**config.mk**
```make
export PLATFORM = sky130hd
export DESIGN_NAME = axi_wr_burst_master
export DESIGN_NICKNAME = d
export VERILOG_FILES = /design/src/rtl/axi_wr_pkg.sv /design/src/rtl/axi_burst_calc.sv /design/src/rtl/axi_wr_burst_master.sv
export SDC_FILE = /design/constraint.sdc
export NUM_CORES = 1
export LEC_CHECK = 0
export ABC_AREA = 1
export CAP_MARGIN = 20
export CORE_ASPECT_RATIO = 1.5
export CORE_MARGIN = 5
export CORE_UTILIZATION = 58
export CTS_BUF_LIST = sky130_fd_sc_hd__clkbuf_16
export DETAILED_ROUTE_END_ITERATION = 8
export DONT_BUFFER_PORTS = 1
export PLACE_DENSITY = 0.76
export SLEW_MARGIN = 20
export SYNTH_ARGS = -nofsm -noshare
export SYNTH_HDL_FRONTEND = slang
export SYNTH_SLANG_ARGS = --single-unit
```
**constraint.sdc**
```tcl
create_clock -name clk -period 3.09 [get_ports clk]
set_input_delay 0.618 -clock clk [delete_from_list [all_inputs] [get_ports clk]]
set_output_delay 0.618 -clock clk [all_outputs]
set_load 0.05 [all_outputs]
```
**src/rtl/axi_wr_pkg.sv**
```systemverilog
// Shared AXI write-master constants and FSM encoding.
// Both the write master and its burst-size calculator import this package.
package axi_wr_pkg;

    localparam logic [1:0] AXI_BURST_INCR = 2'b01;
    localparam logic [1:0] AXI_RESP_OKAY  = 2'b00;
    localparam int         AXI_4K         = 4096;

    typedef enum logic [2:0] {
        IDLE = 3'd0,
        CALC = 3'd1,
        AW   = 3'd2,
        W    = 3'd3,
        B    = 3'd4,
        DONE = 3'd5
    } state_t;

endpackage

```
**src/rtl/axi_burst_calc.sv**
```systemverilog
// Combinational burst sizer: min(beats_left, MAX_BURST, beats remaining before the next 4 KB page).
// Shared by the write master and, later, the read master.
module axi_burst_calc
    import axi_wr_pkg::*;
#(
    parameter int LEN_WIDTH  = 16,
    parameter int MAX_BURST  = 16,
    parameter int BYTE_SHIFT = 2
) (
    input  logic [LEN_WIDTH-1:0] beats_left,
    input  logic [11:0]          addr_lo,
    output logic [8:0]           burst
);

    // 13 bits hold the full 4096-byte distance when addr_lo is zero.
    localparam int CW = (LEN_WIDTH > 13) ? LEN_WIDTH : 13;

    logic [12:0]   bytes_to_4k;
    logic [CW-1:0] beats_to_4k;
    logic [CW-1:0] left_w;
    logic [CW-1:0] cap_w;
    logic [CW-1:0] min_w;

    always_comb begin
        bytes_to_4k = 13'(AXI_4K) - {1'b0, addr_lo};
        beats_to_4k = CW'(bytes_to_4k >> BYTE_SHIFT);
        left_w      = CW'(beats_left);
        cap_w       = CW'(MAX_BURST);
        min_w       = (left_w < cap_w) ? left_w : cap_w;
        if (beats_to_4k < min_w) begin
            min_w = beats_to_4k;
        end
        burst = min_w[8:0];
    end

endmodule

```
**src/rtl/axi_wr_burst_master.sv**
```systemverilog
// AXI4 write master: splits one command into INCR bursts (<= MAX_BURST, never crossing 4 KB)
// and streams user data onto W, accumulating write-response errors across the command.
module axi_wr_burst_master
    import axi_wr_pkg::*;
#(
    parameter int ADDR_WIDTH = 26,
    parameter int DATA_WIDTH = 32,
    parameter int MAX_BURST  = 16,
    parameter int LEN_WIDTH  = 16
) (
    input  logic                    clk,
    input  logic                    rst,
    input  logic                    cmd_valid,
    output logic                    cmd_ready,
    input  logic [ADDR_WIDTH-1:0]   cmd_addr,
    input  logic [LEN_WIDTH-1:0]    cmd_beats,
    input  logic [DATA_WIDTH-1:0]   wr_data,
    input  logic                    wr_data_valid,
    output logic                    wr_data_ready,
    output logic                    done,
    output logic                    err,
    output logic                    axi_awvalid,
    input  logic                    axi_awready,
    output logic [ADDR_WIDTH-1:0]   axi_awaddr,
    output logic [7:0]              axi_awlen,
    output logic [2:0]              axi_awsize,
    output logic [1:0]              axi_awburst,
    output logic                    axi_wvalid,
    input  logic                    axi_wready,
    output logic [DATA_WIDTH-1:0]   axi_wdata,
    output logic [DATA_WIDTH/8-1:0] axi_wstrb,
    output logic                    axi_wlast,
    input  logic                    axi_bvalid,
    input  logic [1:0]              axi_bresp,
    output logic                    axi_bready
);

    localparam int                    BYTE_SHIFT = $clog2(DATA_WIDTH / 8);
    localparam logic [ADDR_WIDTH-1:0] ALIGN_MASK = ~ADDR_WIDTH'((1 << BYTE_SHIFT) - 1);

    state_t                state;
    logic [ADDR_WIDTH-1:0] cur_addr;
    logic [LEN_WIDTH-1:0]  beats_left;
    logic [8:0]            burst_q;
    logic [8:0]            burst_calc;
    logic [7:0]            beat_cnt;
    logic                  err_acc;
    logic                  bresp_err;

    axi_burst_calc #(
        .LEN_WIDTH  (LEN_WIDTH),
        .MAX_BURST  (MAX_BURST),
        .BYTE_SHIFT (BYTE_SHIFT)
    ) u_burst_calc (
        .beats_left (beats_left),
        .addr_lo    (cur_addr[11:0]),
        .burst      (burst_calc)
    );

    // The W channel is a pass-through of the user stream, gated to the W state.
    assign cmd_ready     = (state == IDLE);
    assign axi_wvalid    = (state == W) && wr_data_valid;
    assign axi_wdata     = wr_data;
    assign axi_wlast     = (state == W) && (beat_cnt == 8'd0);
    assign wr_data_ready = axi_wvalid && axi_wready;
    assign axi_awsize    = 3'(BYTE_SHIFT);
    assign axi_awburst   = AXI_BURST_INCR;
    assign axi_wstrb     = '1;
    assign bresp_err     = (axi_bresp != AXI_RESP_OKAY);

    // NOTE: every register here is state, so all updates use non-blocking assignments;
    // reset is synchronous, sampled on the same edge as normal operation.
    always_ff @(posedge clk) begin
        if (rst) begin
            state       <= IDLE;
            cur_addr    <= '0;
            beats_left  <= '0;
            burst_q     <= '0;
            beat_cnt    <= '0;
            err_acc     <= 1'b0;
            axi_awvalid <= 1'b0;
            axi_awaddr  <= '0;
            axi_awlen   <= '0;
            axi_bready  <= 1'b0;
            done        <= 1'b0;
            err         <= 1'b0;
        end else begin
            // NOTE: done/err default low each cycle so they form single-cycle pulses.
            done <= 1'b0;
            err  <= 1'b0;
            case (state)
                IDLE: begin
                    if (cmd_valid) begin
                        cur_addr   <= cmd_addr & ALIGN_MASK;
                        beats_left <= cmd_beats;
                        err_acc    <= 1'b0;
                        if (cmd_beats == '0) begin
                            state <= DONE;
                            done  <= 1'b1;
                        end else begin
                            state <= CALC;
                        end
                    end
                end
                CALC: begin
                    burst_q     <= burst_calc;
                    axi_awaddr  <= cur_addr;
                    axi_awlen   <= 8'(burst_calc - 9'd1);
                    beat_cnt    <= 8'(burst_calc - 9'd1);
                    axi_awvalid <= 1'b1;
                    state       <= AW;
                end
                AW: begin
                    if (axi_awready) begin
                        axi_awvalid <= 1'b0;
                        state       <= W;
                    end
                end
                W: begin
                    if (wr_data_valid && axi_wready) begin
                        if (beat_cnt == 8'd0) begin
                            axi_bready <= 1'b1;
                            state      <= B;
                        end else begin
                            beat_cnt <= beat_cnt - 8'd1;
                        end
                    end
                end
                B: begin
                    if (axi_bvalid) begin
                        axi_bready <= 1'b0;
                        err_acc    <= err_acc | bresp_err;
                        beats_left <= beats_left - LEN_WIDTH'(burst_q);
                        cur_addr   <= cur_addr + (ADDR_WIDTH'(burst_q) << BYTE_SHIFT);
                        // Error bursts do not abort; the command runs to completion.
                        if (beats_left == LEN_WIDTH'(burst_q)) begin
                            state <= DONE;
                            done  <= 1'b1;
                            err   <= err_acc | bresp_err;
                        end else begin
                            state <= CALC;
                        end
                    end
                end
                DONE: begin
                    state <= IDLE;
                end
                default: begin
                    state <= IDLE;
                end
            endcase
        end
    end

endmodule

```
==> metrics.txt, run 1 <==
Initial Util=59.5%; Worst-Skew Late Latency=350 ps; post-route antenna net violation count=0; Startpoint Class=flip-flop; drt total wl=17400 um; initial antenna violation count=0; Final Max Slew Viols=0; Crit Path Max Fanout=4; syn avg cell area=7.00 um2; CTS buffer count=9; io pins=166; outcome=finished, violations left; Util after Layout=67.4%; # rows=46; complex-gate fraction of the synthesized area=21.5%; ys async rst share=0%; global route total overflow=0; FF-to-FF Start=cur_addr[3]; Data arrival, critical path=3400 ps; Synth cell types=47; max cap viols=0; post-synthesis mux area share=0%; Die W=95.1 um; DR pass1 iterations=5; Clock transition at path regs=70 ps; Post-Synth Simple-Gate Area=22.1%; sequential cell area fraction in the yosys report=30.8%; adder-cell share of the synthesized area=7.19%; worst hold path type=in -> reg; DR vias=6046; failing checks=setup timing; CTS tree=built; drc violations=0; Setup violations, final=4; Post-synth EDFFs=0; synthesis warning total=0; Final WS setup=-66.4 ps; Multi-input gate area=0.00388 mm2; clock sink count=97; Post-synth top flop=dfxtp_1; first-pass GRT wire length=27000 um; core box area=0.0106 mm2; Synth Area in XOR/XNOR=5.00%; Tmin final=3160 ps; Tcrit/Tclk final=102%; synth top area cells=dfxtp_1, nand2_1, o21ai_0; Yosys top cell by area=dfxtp_1; most instantiated cells after synthesis=nand2_1, dfxtp_1, inv_1; drt wl/cell=16.5 um; layout cell share with drive strength beyond 1=16.9%; CP startpoint=cur_addr[3]; post-DP HPWL=12500 um; ant diodes=0; most common cell in the synthesized netlist=nand2_1; worst hold slack=322 ps; root buf cell=clkbuf_16; Hold Path Depth=1; FF/Latch Area=0.00195 mm2; top cell type's share of synthesized area=30.8%; final hold viol count=0; r2r worst-path depth=25; hold_sp=rst; critical path required time=3330 ps; CP Class=reg -> reg; Tot GR Track Use=26.2%; Max Root-Sink Buffers=2; pre-CTS setup slack=-256 ps; RSZ-0062 raised after global routing=yes; largest family of logic cells by synthesized area=simple AND/OR/NAND/NOR gates; gp weighted congestion=0.910; P&R area growth vs syn=13.2%; IO buf count=0; vias per cell=5.73; # fillers=984; Clock Skew=6.54 ps; H-tree Lvls=3; largest net degree at the start of global routing=61; cell count after synthesis=901; vias in the first global route=5881; Synth Register Bits=97; final net count=1024; Die Ht=138 um; mapped cell area=0.00630 mm2; Crit. End Element=flip-flop; f_max=317 MHz; initial DRC count=251; Max transition margin=35.7%; die area=0.0131 mm2; Worst-Margin Slew=965 ps
per-layer routing:
layer	up-vias	global-route usage [%]	share of wire, %
met5	-	0	0
met4	0	12.0	3.6
met3	45	5.30	5.0
met2	188	49.5	54
met1	2846	26.9	37
li1	2967	-	-
through the flow:
| stage | setup TNS [ps] | cell area, um2 | instances |
|---|---|---|---|
| after floorplan | 0 | 6390 | 916 |
| after global placement | -545 | 6470 | 1026 |
| after detailed placement | -1590 | 6470 | 1026 |
| after CTS | -1120 | 6900 | 1051 |
| after global routing | -1890 | 7140 | 1055 |
| final | -186 | 7140 | 1055 |
kinds of logic (layout without fill, tap and decap cells):
| kind of cell | Yosys count | in the layout |
|---|---|---|
| AO/OA/AOI/OAI | 235 | 235 |
| XOR/XNOR | 36 | 36 |
| adder cells (fa/ha/maj) | 35 | 35 |
| buffers and inverters | 178 | 173 |
| flip-flops | 97 | 97 |
| other | 2 | 17 |
| AND/OR/NAND/NOR | 318 | 318 |
path summary, 6_finish.rpt:
kind                                        to  slack (ps)
worst min-delay path               beat_cnt[2]         320
worst min register to register  beats_left[15]         490
worst max-delay path              axi_awlen[6]         -70
worst max register to register    axi_awlen[6]         -70
worst max-delay path, stage by stage, from the launching register on:
cell and delay (ps):
dfxtp_2 340, buf_4 140, inv_2 80, buf_4 110
ha_1 150, nand3_2 100, xnor2_1 180, inv_1 90
ha_1 220, a21oi_2 170, nor2_2 80, a211oi_4 160
nand2_2 90, nand2_4 120, nand2_8 80, nand2_4 60
o21ai_4 50, inv_2 80, ha_4 180, nand2_4 90
nor2_4 90, nand2_1 60, nand2_1 80, nand3_1 70
o211ai_1 110, inv_1 60
state kept, by name, summed over array words and instances, names as in the netlist, 3 cells and up:
register    cells
axi_awaddr     24
beat_cnt        8
burst_q         9
state           3
cur_addr       24
axi_awlen       8
beats_left     16
placed cells by master, fill, tap and decap left out, types with 9 or more instances in the layout:
cell type	n
nand2_1	139
conb_1	17
nand2_4	9
xnor2_1	13
buf_4	54
nand3_1	27
a211oi_1	9
nor2_1	74
dfxtp_1	95
nor3_1	10
xor2_1	22
a21oi_1	63
nor2_2	10
o21ai_0	89
a31oi_1	30
o211ai_1	9
ha_1	29
clkbuf_16	9
nand2_2	9
o21bai_1	9
inv_1	90
timing repair:
item / CTS / global route
hold buffers: 0 / 0
setup buffers: 10 / 5
gates cloned: 0 / 0
endpoints found under the setup margin: 14 / 20
gates resized for setup: 25 / 42
pin swaps: 11 / 34
final cells by class:
type | instances | area share [%]
clock inverter | 7 | 0.772
timing repair buffer | 59 | 6.72
sequential | 97 | 27.3
inverter | 98 | 5.16
multi-input combinational | 641 | 54.4
clock buffer | 9 | 3.16
tap | 144 | 2.52
Power of run 1 is left out: the tool's default activity adds up to more than one toggle a clock period on the data nets, which glitch-free logic cannot reach.
==> inputs of run 2 (changes only) <==
- CORE_UTILIZATION: 58 -> 59
- PLACE_DENSITY: 0.76 -> 0.78
- SYNTH_HIERARCHICAL: not set -> 1
==> run 2 against run 1 <==
The flow still finishes with violations (setup timing); non-clock buffer count decreased by 10; via count is 14% higher; routed wire length rose by 11%; sequential share of layout area decreased by 1.6 points; clock skew is 5.2 ps higher; die area increased by 7.2%; final cell count is 20% higher; critical path depth is 1 lower; synthesized area up 9.7%; register-to-register slack lost 60 ps; highest routed layer unchanged.
==> metrics.txt, run 2 <==
outcome=finished, violations left; failing checks=setup timing; Worst-Margin Slew=679 ps; DR pass1 iterations=5; FF-to-FF Start=cur_addr[2]; initial DRC count=410; Worst-Skew Late Latency=350 ps; final hold viol count=0; cell count after synthesis=1116; Post-synth top flop=dfxtp_1; Final Max Slew Viols=0; io pins=166; Leakage=3.58 nW; Die W=98.4 um; Crit. End Element=flip-flop; # rows=48; sequential cell area fraction in the yosys report=28.1%; final net count=1230; drt total wl=19200 um; switching power=2.86 mW; ant diodes=0; critical path's slowest cell=dfxtp_2; max incr delay on CP=320 ps; Max transition margin=54.6%; layout cell share with drive strength beyond 1=11.7%; P&R area growth vs syn=9.37%; Clock Skew=11.7 ps; Die Ht=143 um; Crit Reg-Reg Endpoint=beat_cnt[6]; CTS buffer count=9; Synth Register Bits=97; Synth cell types=42; DR vias=6874; Worst Hold End=axi_awaddr[2]; Worst Path Buf+Inv=4; post-DP HPWL=14700 um; Startpoint Class=flip-flop; post-route antenna net violation count=0; max cap viols=0; CP Class=reg -> reg; gp weighted congestion=0.990; first-pass GRT wire length=30300 um; Switching Share=47.2%; cell internal pwr=3.20 mW; mapped cell area=0.00692 mm2; biggest regs=axi_awaddr x24, cur_addr x24, beats_left x16; Final TNS setup=-513 ps; synth top area cells=dfxtp_1, nand2_1, inv_1; crit path cell chain=inv_2 -> nand2_2 -> nor2_4 -> nand2_2 -> nor2_4 -> nand3_2 -> nor2_2 -> inv_2 -> or2_4 -> xnor2_2 -> inv_2 -> ha_4 -> nand2_4 -> inv_2 -> a221oi_4 -> nand2_2 -> nand2_2 -> nand2_4 -> nor2_1 -> nand2_4 -> nor3_4 -> xor2_2 -> a21oi_1 -> nor2_1; vias in the first global route=6394; most frequent cells in the layout=nand2_1, inv_1, dfxtp_1, nor2_1, a21oi_1; syn avg cell area=6.20 um2; CTS tree=built; f_max=310 MHz; r2r worst-path depth=24; hold_sp=rst; H-tree Lvls=3; global route total overflow=0; Flop pwr share=33.1%; Setup violations, final=9; initial antenna violation count=0; core box area=0.0115 mm2; largest net degree at the start of global routing=49; most instantiated cells after synthesis=nand2_1, inv_1, dfxtp_1; drc violations=0; clock share of power=18.1%; top cell type's share of synthesized area=28.1%; vias per cell=5.42; Tot GR Track Use=26.7%; Max Root-Sink Buffers=2; worst hold slack=327 ps; synthesis warning total=6; Clock transition at path regs=80 ps; Tmin final=3220 ps; RSZ-0062 raised after global routing=yes; Post-synth EDFFs=0; Final WS setup=-131 ps; critical path required time=3370 ps; IO buf count=0; Hold Path Depth=1; die area=0.0140 mm2; Data arrival, critical path=3510 ps; Hold-fix buffers, CTS=0; CP top delay family=simple AND/OR/NAND/NOR gates; drt wl/cell=15.1 um; most common cell in the synthesized netlist=nand2_1; combinational share of power=48.8%; VDD IR-drop max=591 uV; Yosys top cell by area=dfxtp_1; worst hold path type=in -> reg; commonest non-fill, non-tap cell in the layout=nand2_1; PD cells=802 mW/mm2; Final Total Pwr=6.07 mW; ys async rst share=0%; root buf cell=clkbuf_16; clock sink count=97; Initial Util=60.0%; Tcrit/Tclk final=104%; Worst R2R Setup Slack=-130 ps; Crit Path Max Fanout=6
## run 2: cell type report
| class | count | area, um2 |
|---|---|---|
| clock inverter | 7 | 57.6 |
| inverter | 145 | 547 |
| tap | 150 | 188 |
| sequential | 97 | 1940 |
| clock buffer | 9 | 225 |
| fill | 1120 | 3970 |
| timing repair buffer | 49 | 372 |
| multi-input combinational | 812 | 4230 |
## run 2: cells by family after synthesis
group                      count (synthesis)  synth area share (%)
adders and majority gates                 33                  6.19
AOI/OAI and AO/OA                        203                  15.9
and+or+nand+nor                          535                  32.3
buffers and inverters                    225                  14.9
xor gates and xnor gates                  20                  2.53
other                                      3                 0.163
DFF                                       97                  28.1
## run 2: worst max-delay path by stage
stage / startpoint / to / slack [ps] / cells after the start
finish: cur_addr[2] / beat_cnt[6] / -130 / 24
global route: cur_addr[2] / axi_awlen[7] / -290 / 25
CTS: cur_addr[2] / axi_awlen[7] / -110 / 25
detailed placement: cur_addr[2] / beat_cnt[6] / -250 / 25
global placement: cur_addr[2] / axi_awlen[7] / -180 / 24
floorplan: cur_addr[2] / beat_cnt[6] / 50 / 23
## run 2: routing by layer
layer / wire length (um) / GRT usage [%]
met3: 964 / 3.43
met5: 0 / 0
met2: 9690 / 48.0
met1: 7350 / 29.3
met4: 1220 / 17.5
## run 2: power groups by stage
stage          logic, mW  registers, mW  clock network, mW
3_3_place_gp        2.64           2.03                  0
2_1_floorplan       2.12           1.97                  0
4_1_cts             2.84           2.01               1.11
5_1_grt             3.30           2.04               1.15
3_5_place_dp        2.70           2.03                  0
6_report            2.96           2.01               1.10
## run 2: worst reg2reg max path, delay by kind of cell (launching register included)
family	cells	cell delay [ps]
DFF	1	320
AOI/OAI and AO/OA	2	370
buffers and inverters	4	200
and+or+nand+nor	15	1760
xor gates and xnor gates	2	320
adders and majority gates	1	200
## run 2: metrics by stage
| stage | util (%) | instances | instance area, um2 | setup WS, ps |
|---|---|---|---|---|
| 6_report | 65.6 | 1269 | 7560 | -131 |
| 5_1_grt | 65.6 | 1269 | 7560 | -291 |
| 4_1_cts | 64.8 | 1268 | 7470 | -108 |
| 3_5_place_dp | 61.2 | 1247 | 7050 | -246 |
| 3_3_place_gp | 61.2 | 1247 | 7050 | -181 |
| 2_1_floorplan | - | 1134 | 7030 | 46.1 |
## run 2: what timing repair did
action                                  CTS  global route
endpoints found under the setup margin   13            17
resized for setup                        24            17
buffers inserted                          5             1
pin swaps                                23            10
Note: power is estimated with default switching activity, not from simulation.
==> inputs of run 3 (changes only) <==
- CORE_ASPECT_RATIO: 1.5 -> 1.75
- CORE_UTILIZATION: 59 -> 65
- PLACE_DENSITY: 0.78 -> 0.81
- clock period: 3.09 -> 3 ns (I/O delays scaled with it)
==> run 3 against run 2 <==
The run still ends with setup timing left; global-route usage up 4.7 points; final cell count down 0.24%; worst setup slack worse by 270 ps; die area down 8.2%; routed wire length up 6.6%; hold slack worse by 26 ps; final area up 2.0%; non-clock buffer count up 17; largest cell class unchanged; highest routed layer unchanged.
==> metrics.txt, run 3 (synthesized netlist as in run 2, its figures left out) <==
CP Class=reg -> reg; Initial Util=65.4%; die area=0.0129 mm2; PD cells=839 mW/mm2; Startpoint Class=flip-flop; post-route antenna net violation count=0; initial DRC count=457; Die Ht=146 um; H-tree Lvls=3; gp weighted congestion=0.974; Max Root-Sink Buffers=2; placed cells=1234; VDD IR-drop max=524 uV; CP startpoint=cur_addr[2]; Final Max Slew Viols=0; vias in the first global route=6836; critical path's slowest cell=dfxtp_2; Tcrit/Tclk final=113%; met1 Use GR=31.5%; Final Total Pwr=6.47 mW; ant diodes=0; placed cell area=0.00709 mm2; biggest regs=axi_awaddr x24, cur_addr x24, beats_left x16; max incr delay on CP=330 ps; core box area=0.0106 mm2; Worst-Margin Slew=660 ps; critical path required time=3290 ps; FF-to-FF Start=cur_addr[2]; worst hold path type=in -> reg; DR pass1 iterations=5; Worst-Skew Late Latency=360 ps; initial antenna violation count=0; hold_sp=rst; grt met2 use=55.0%; # rows=50; IO buf count=0; Worst R2R Setup Slack=-400 ps; GRT busiest layer=met2; post-DP HPWL=14900 um; Multi-input gate area=0.00427 mm2; drt total wl=20500 um; Final WS setup=-403 ps; Crit. End Element=flip-flop; Data arrival, critical path=3700 ps; f_max=294 MHz; Hold-fix buffers, CTS=0; layout cell share with drive strength beyond 1=13.6%; largest net degree at the start of global routing=49; P&R area growth vs syn=11.6%; Leakage=3.68 nW; clock sink count=97; Die W=88.0 um; max cap viols=0; outcome=finished, violations left; most frequent cells in the layout=nand2_1, inv_1, dfxtp_1, nor2_1, a21oi_1; CTS tree=built; FF/Latch Area=0.00194 mm2; Crit Path Max Fanout=6; drc violations=0; drt wl/cell=16.2 um; Clock Skew=8.79 ps; vias per cell=5.64; failing checks=setup timing; Clock transition at path regs=80 ps; root buf cell=clkbuf_16; global route total overflow=0; pre-CTS setup slack=-330 ps; RSZ-0062 raised after global routing=yes; # fillers=920; io pins=166; Final TNS setup=-5860 ps; Design Area, Final=0.00772 mm2; Tmin final=3400 ps; CTS buffer count=9; DR vias=7136; Setup violations, final=21; final hold viol count=0; first-pass GRT wire length=31800 um; Cell Count, Final, Fillers Out=1266; Tot GR Track Use=31.4%; final net count=1247; commonest non-fill, non-tap cell in the layout=nand2_1; GR Util met3=4.97%; Max transition margin=56.0%
## run 3: changes by cell type in the layout (fill, tap and decap cells not counted), sizes merged
cell	change
inv	-1
clkinv	+1
buf	+17
## run 3: area by class of cell
class	count	area share (%)
well taps	130	2.11
clock buffers	9	2.92
inverters	145	7.08
flip-flops and latches	97	25.2
clock inverters	7	0.778
multi-input cells	812	55.4
repair buffers	66	6.57
## run 3: critical path: cells and delay by family, from the launching register on
kind	cells	cell delay [ps]
adders and majority gates	2	420
xor gates and xnor gates	1	210
DFF	1	330
buffers and inverters	5	540
AOI/OAI and AO/OA	2	290
and+or+nand+nor	17	1550
## run 3: layer usage
metal	routed length, um	share of wire [%]
met1	7220	35
met2	10500	51
met3	1060	5.2
met4	1710	8.4
met5	0	0
## run 3: final timing paths
| kind | end | depth (start not counted) |
|---|---|---|
| worst max-delay path | beat_cnt[6] | 27 |
| worst min-delay path | axi_awaddr[4] | 1 |
| worst max register to register | beat_cnt[6] | 27 |
| worst min register to register | cur_addr[23] | 2 |
## run 3: repair_timing
action | 4_1_cts | 5_1_grt
pin swaps | 35 | 15
endpoints found under the setup margin | 15 | 22
buffers inserted | 11 | 8
gates resized for setup | 30 | 27
## run 3: stage by stage
stage | hold WS (ps) | util, %
after floorplan | 451 | -
after global placement | 459 | 67.0
after detailed placement | 465 | 67.0
after CTS | 300 | 71.5
after global routing | 294 | 73.0
final | 301 | 73.0
## run 3: report_power, final
part,switching [mW],internal (mW)
Combinational,2.02,1.25
Sequential,0.513,1.55
Clock,0.561,0.579
Total,3.09,3.38
